--- config.mk ---
export PLATFORM = sky130hd
export DESIGN_NAME = wptr_full_level
export DESIGN_NICKNAME = d
export VERILOG_FILES = /design/src/rtl/wptr_full_level.sv
export SDC_FILE = /design/constraint.sdc
export NUM_CORES = 1
export LEC_CHECK = 0
export ABC_AREA = 1
export CORE_MARGIN = 10
export CORE_UTILIZATION = 44
export CTS_BUF_LIST = sky130_fd_sc_hd__clkbuf_2
export DETAILED_ROUTE_END_ITERATION = 16
export PLACE_DENSITY = 0.89
export SETUP_SLACK_MARGIN = 0.4
export SYNTH_ARGS = -nofsm -noshare
export SYNTH_HDL_FRONTEND = slang
export SYNTH_SLANG_ARGS = --single-unit
--- constraint.sdc ---
create_clock -name wclk -period 3 [get_ports wclk]
set_input_delay 0.6 -clock wclk [delete_from_list [all_inputs] [get_ports wclk]]
set_output_delay 0.6 -clock wclk [all_outputs]
set_load 0.005 [all_outputs]
--- src/rtl/wptr_full_level.sv ---
// Write-side pointer and status block for an asynchronous FIFO.
// Keeps the binary and Gray write pointers and the registered full flag.
// Also provides a write-domain fill level, a programmable almost-full flag,
// a sticky overflow error and a one-cycle write-accept strobe.
// Every status output comes straight from a flop. wptr can therefore cross
// into the read domain without glitches.
module wptr_full_level #(
   parameter int ADDR_SIZE = 4
) (
   input  logic                 wclk,
   input  logic                 wrst_n,
   input  logic                 winc,
   input  logic [ADDR_SIZE:0]   wq2_rptr,
   input  logic [ADDR_SIZE:0]   wafull_thresh,
   input  logic                 wovf_clr,
   output logic [ADDR_SIZE-1:0] waddr,
   output logic [ADDR_SIZE:0]   wptr,
   output logic                 wfull,
   output logic                 walmost_full,
   output logic [ADDR_SIZE:0]   wlevel,
   output logic                 wack,
   output logic                 woverflow
);

   // Gray-to-binary: the MSB passes through, and each lower bit folds in the bits above it.
   function automatic logic [ADDR_SIZE:0] gray2bin(input logic [ADDR_SIZE:0] g);
      logic [ADDR_SIZE:0] b;
      b[ADDR_SIZE] = g[ADDR_SIZE];
      for (int i = ADDR_SIZE - 1; i >= 0; i--) begin
         b[i] = b[i + 1] ^ g[i];
      end
      return b;
   endfunction

   logic [ADDR_SIZE:0] wbin_q,   wbin_d;
   logic [ADDR_SIZE:0] wptr_q,   wptr_d;
   logic [ADDR_SIZE:0] wlevel_q, wlevel_d;
   logic               wfull_q,  wfull_d;
   logic               walmost_full_q, walmost_full_d;
   logic               wack_q,   wack_d;
   logic               woverflow_q, woverflow_d;

   logic               wwrite_s;
   logic [ADDR_SIZE:0] wrbin_s;
   logic [ADDR_SIZE:0] full_cmp_s;

   // Next-state logic for the pointers and for every status flag.
   always_comb begin
      wwrite_s   = winc & ~wfull_q;
      wbin_d     = wbin_q + {{ADDR_SIZE{1'b0}}, wwrite_s};
      wptr_d     = (wbin_d >> 1) ^ wbin_d;
      wrbin_s    = gray2bin(wq2_rptr);
      wlevel_d   = wbin_d - wrbin_s;
      // Full when the next write pointer equals the read pointer with the top two Gray bits inverted.
      full_cmp_s = {~wq2_rptr[ADDR_SIZE:ADDR_SIZE-1], wq2_rptr[ADDR_SIZE-2:0]};
      wfull_d    = (wptr_d == full_cmp_s);
      walmost_full_d = (wlevel_d >= wafull_thresh);
      wack_d     = wwrite_s;
      // If a new overflow and a clear arrive in the same cycle, the new overflow is kept.
      woverflow_d = (woverflow_q & ~wovf_clr) | (winc & wfull_q);
   end

   // State registers; an asynchronous reset clears everything.
   always_ff @(posedge wclk or negedge wrst_n) begin
      if (!wrst_n) begin
         wbin_q         <= {(ADDR_SIZE+1){1'b0}};
         wptr_q         <= {(ADDR_SIZE+1){1'b0}};
         wlevel_q       <= {(ADDR_SIZE+1){1'b0}};
         wfull_q        <= 1'b0;
         walmost_full_q <= 1'b0;
         wack_q         <= 1'b0;
         woverflow_q    <= 1'b0;
      end else begin
         wbin_q         <= wbin_d;
         wptr_q         <= wptr_d;
         wlevel_q       <= wlevel_d;
         wfull_q        <= wfull_d;
         walmost_full_q <= walmost_full_d;
         wack_q         <= wack_d;
         woverflow_q    <= woverflow_d;
      end
   end

   assign waddr        = wbin_q[ADDR_SIZE-1:0];
   assign wptr         = wptr_q;
   assign wfull        = wfull_q;
   assign walmost_full = walmost_full_q;
   assign wlevel       = wlevel_q;
   assign wack         = wack_q;
   assign woverflow    = woverflow_q;

endmodule

# After elaboration in Yosys (flattened, before gate mapping)
# Index checks and enable logic that the tools add are counted.
[word_totals] inputBits=14 output_inout_bits=18 elab_cells=23 reg_bits=19
[op_classes] add_sub_neg=2 n_eq_ne=1 bitwise=12 n_lt_le_gt_ge=1
[ops] operator="adder 5 x 1 -> 5 bit" count=1
[ops] operator="== test 5 bit" count=1
[ops] operator="greater-or-equal comparator 5 bit" count=1
[ops] operator="subtractor 5 bit" count=1
[ops] operator="XOR 4 x 5 -> 5 bit" count=1
[ops] operator="XOR 1 bit" count=4
[ops] operator="AND 1 bit" count=3
[ops] operator="NOT 1 bit" count=2
[ops] operator="NOT 2 bit" count=1
[ops] operator="bitwise OR 1 bit" count=1

# Logic depth before layout (Yosys ltp)
[logic_depth] depth_word=6 mapped_depth=17 ltp_nobuf=17

# Worst setup path after synthesis
# No wires, ideal clock.
[synth_timing] path_kind="input -> register" start="input winc" end="register walmost_full_q, in the netlist walmost_full" setup_ns=0.146 stages=16 path_slack_ns=-0.003 path_buffers=0 t_arrival_ns=2.857 required_ns=2.854 path_cell_list="inv_1 > nor2_1 > ha_1 > ha_1 > nand2_1 > nand2_2 > inv_2 > ha_1 > nand2_1 > nor2_1 > a211oi_1 > xnor2_1 > ha_1 > a21oi_1 > o21a_1 > o311ai_0"
[synth_via] elab_chain_len=4
[synth_rtl] element="start, declared" line="12" source="input logic winc,"
[synth_rtl] element="AND 1 bit" line="49" source="wwrite_s = winc & ~wfull_q;"
[synth_rtl] element="net wack_d" line="40" source="logic wack_q, wack_d;"
[synth_rtl] element="adder 5 x 1 -> 5 bit" line="50" source="wbin_d = wbin_q + {{ADDR_SIZE{1'b0}}, wwrite_s};"
[synth_rtl] element="net wbin_d[2]" line="35" source="logic [ADDR_SIZE:0] wbin_q, wbin_d;"
[synth_rtl] element="subtractor 5 bit" line="53" source="wlevel_d = wbin_d - wrbin_s;"
[synth_rtl] element="net wlevel_d[4]" line="37" source="logic [ADDR_SIZE:0] wlevel_q, wlevel_d;"
[synth_rtl] element="greater-or-equal comparator 5 bit" line="57" source="walmost_full_d = (wlevel_d >= wafull_thresh);"
[synth_rtl] element="net walmost_full_d" line="39" source="logic walmost_full_q, walmost_full_d;"
[synth_rtl] element="end signal, assigned" line="78" source="walmost_full_q <= walmost_full_d;"
[synth_rtl] element="end, declared" line="39"
# The timed path passes the listed nets, and every way through them passes these cells.

# Worst setup path after layout
# Ends and elaborated chain as after synthesis.

==> flow_summary.toml <==
[timing]
setup_tns_ns = 0
finalSetupViolations = 0
max_slew_margin_pct = 49.4
finalCriticalPeriod_ns = 2.73
drv_slew = 0
hold_violations = 0
worstMarginPinSlew_ns = 0.756
fin_worst_skew_ns = 0.0124
min_period_over_period_pct = 90.8
rsz0062_at_grt = "true"
fmax_mhz = 367
hold_slack_ns = 0.575

[placed_design]
globalplace.congestion = 0.873
portBuffers = 31
dp.cells = 219
dp_hpwl_um = 2690

[hold_path]
hold_path_depth = 2
hold_class = "reg2reg"

[flow_run]
max_cap_violations = 0

[clock_tree]
clock_sinks = 18
cts-root-buf = "clkbuf_2"
clkTransAtPathRegs_ns = 0.17
cts_tree = "yes"
clk_latency_ns = 0.29
cts_max_path_buffers = 2
h-tree-depth = 1
cts_buffers = 3

[layout]
antenna_cells = 0
area_growth_pct = 62.2
nets = 223
fillers = 171
layout-drive-gt1-share_pct = 31.6
final_cells = 226

[die]
ios = 32
std_cell_rows = 18
core_um2 = 2430
die_y_um = 70.1
die_area_um2 = 4920
start_util_pct = 45.5
die_w_um = 70.1

[critical_path]
critical_path.endpoint_type = "register"
startpoint_type = "input pin"
r2r_cells = 16
cp_data_required_time_ns = 3.19
worstSetupPathType = "in2reg"
crit_path_max_fanout = 4
cp.arrival_ns = 2.91

[global_routing]
grt_pass1_vias = 1180
antenna_found_initial = 0
grt_max_degree = 19
track_usage_pct = 13.5
grt_overflow = 0
grt_pass1_wl_um = 5550

[power_and_ir_drop]
irDropWorstVdd_v = 0.000679
cellPowerDensity_nw_per_um2 = 1170
total_leakage_power_nw = 0.908

[synth]
synth.distinct_cells = 20
synth.avg_cell_area_um2 = 8.19
synthCells = 135
synth_seq_cells = 18
yosys_warnings = 0
seq_area_frac_synth_pct = 40.7
synth_area_um2 = 1110
synthesis.nets = 161

[detailed_routing]
dr.first_iter.drc_count = 51
ant_nets = 0
drt-total-wl_um = 3320
first_pass_iters = 4
drt-vias-per-instance = 5.03
wl_per_cell_um = 14.7
vias = 1136
post-route-drc-count = 0

[status]
run_status = "complete, no violations"
## final timing paths
check | from | end | slack (ns)
max reg2reg | wfull | walmost_full | 0.39
max in group asynchronous | wrst_n | wptr[1] | 1.79
min in group asynchronous | wrst_n | wack | 0.73
max | winc | walmost_full | 0.27
min | woverflow | woverflow | 0.57
min reg2reg | woverflow | woverflow | 0.57
## timing repair
item | 4_1_cts | 5_1_grt
hold buffers | 0 | 0
gates cloned | 0 | 0
pin swaps | 13 | 4
buffers inserted | 3 | 0
gates resized for setup | 30 | 1
endpoints found under the setup margin | 2 | 1
## report_power, final
group	switching [mW]	internal (mW)
clock network	0.0705	0.0290
logic	0.714	0.835
registers	0.0846	0.363
total	0.869	1.23
## layout make-up
type | count | area (µm²) | area share, %
repair buffers | 58 | 520 | 29.0
clock inverters | 1 | 3.75 | 0.209
clock buffers | 3 | 15.0 | 0.837
well taps | 30 | 37.5 | 2.09
flip-flops and latches | 18 | 450 | 25.1
multi-input cells | 93 | 681 | 37.9
inverters | 23 | 86.3 | 4.81
## metal layers
| layer | share of wire, % | track usage, % | vias to the layer above |
|---|---|---|---|
| li1 | - | - | 550 |
| met5 | 0 | 0 | - |
| met2 | 53 | 25.5 | 30 |
| met1 | 41 | 14.4 | 552 |
| met3 | 4.6 | 1.98 | 4 |
| met4 | 1.5 | 5.26 | 0 |
## critical path: stages
cell and delay (ns):
clkdlybuf4s15_1 0.20, inv_2 0.05, nor2_4 0.12, ha_4 0.17, ha_4 0.15, inv_2 0.05, nand2_2 0.08, nand2_2 0.07
inv_2 0.09, ha_4 0.22, nand2_2 0.06, nor2_2 0.04, a211oi_2 0.16, xnor2_1 0.17, ha_1 0.30, a21oi_2 0.15
o21a_1 0.13, o311ai_1 0.09
## synthesized netlist by cell type (all sizes together)
master	count	share of area (%)
nand2	44	16
inv	23	7.8
dfrtp	18	41
nand3	14	6.8
ha	11	12
nand4	5	2.8
nor2	4	1.4
a21oi	3	1.4
xnor2	3	2.4
o21ai	2	0.91
xor2	2	1.6
a211oi	1	0.68
buf	1	1.0
fa	1	1.8
nand2b	1	0.57
o21a	1	0.68
o311ai	1	0.79
## state kept, by name, indices dropped and copies added (netlist names)
register,cells
wack,1
wfull,1
woverflow,1
wptr,4
wbin_q,5
wlevel,5
walmost_full,1
## layout by cell type (no fill, tap or decap), drive strengths merged, types with 2 or more instances in the layout
cell type,synthesis,final
nand2,44,44
buf,1,29
clkdlybuf4s50,0,25
inv,23,23
dfrtp,18,18
nand3,14,14
ha,11,11
nand4,5,5
nor2,4,4
clkbuf,0,3
xnor2,3,3
a21oi,3,3
xor2,2,2
clkdlybuf4s15,0,2
dlygate4sd2,0,2
o21ai,2,2
## kinds of logic after synthesis
group | after synthesis | share of synthesized area (%)
and+or+nand+nor | 68 | 27.8
buffers and inverters | 24 | 8.82
DFF | 18 | 40.7
AOI/OAI and AO/OA | 8 | 4.41
adders and majority gates | 12 | 14.3
xor gates and xnor gates | 5 | 3.96
## through the flow
step	total power, mW	cell area [µm²]	setup WS (ns)	utilization, %
2_1_floorplan	1.19	1180	0.246	-
3_3_place_gp	1.79	1700	-0.385	69.9
3_5_place_dp	1.89	1700	-0.506	69.9
4_1_cts	2.08	1790	0.273	73.8
5_1_grt	2.27	1790	0.132	73.8
6_report	2.10	1790	0.275	73.8
Power figures use the tool's default switching activity.
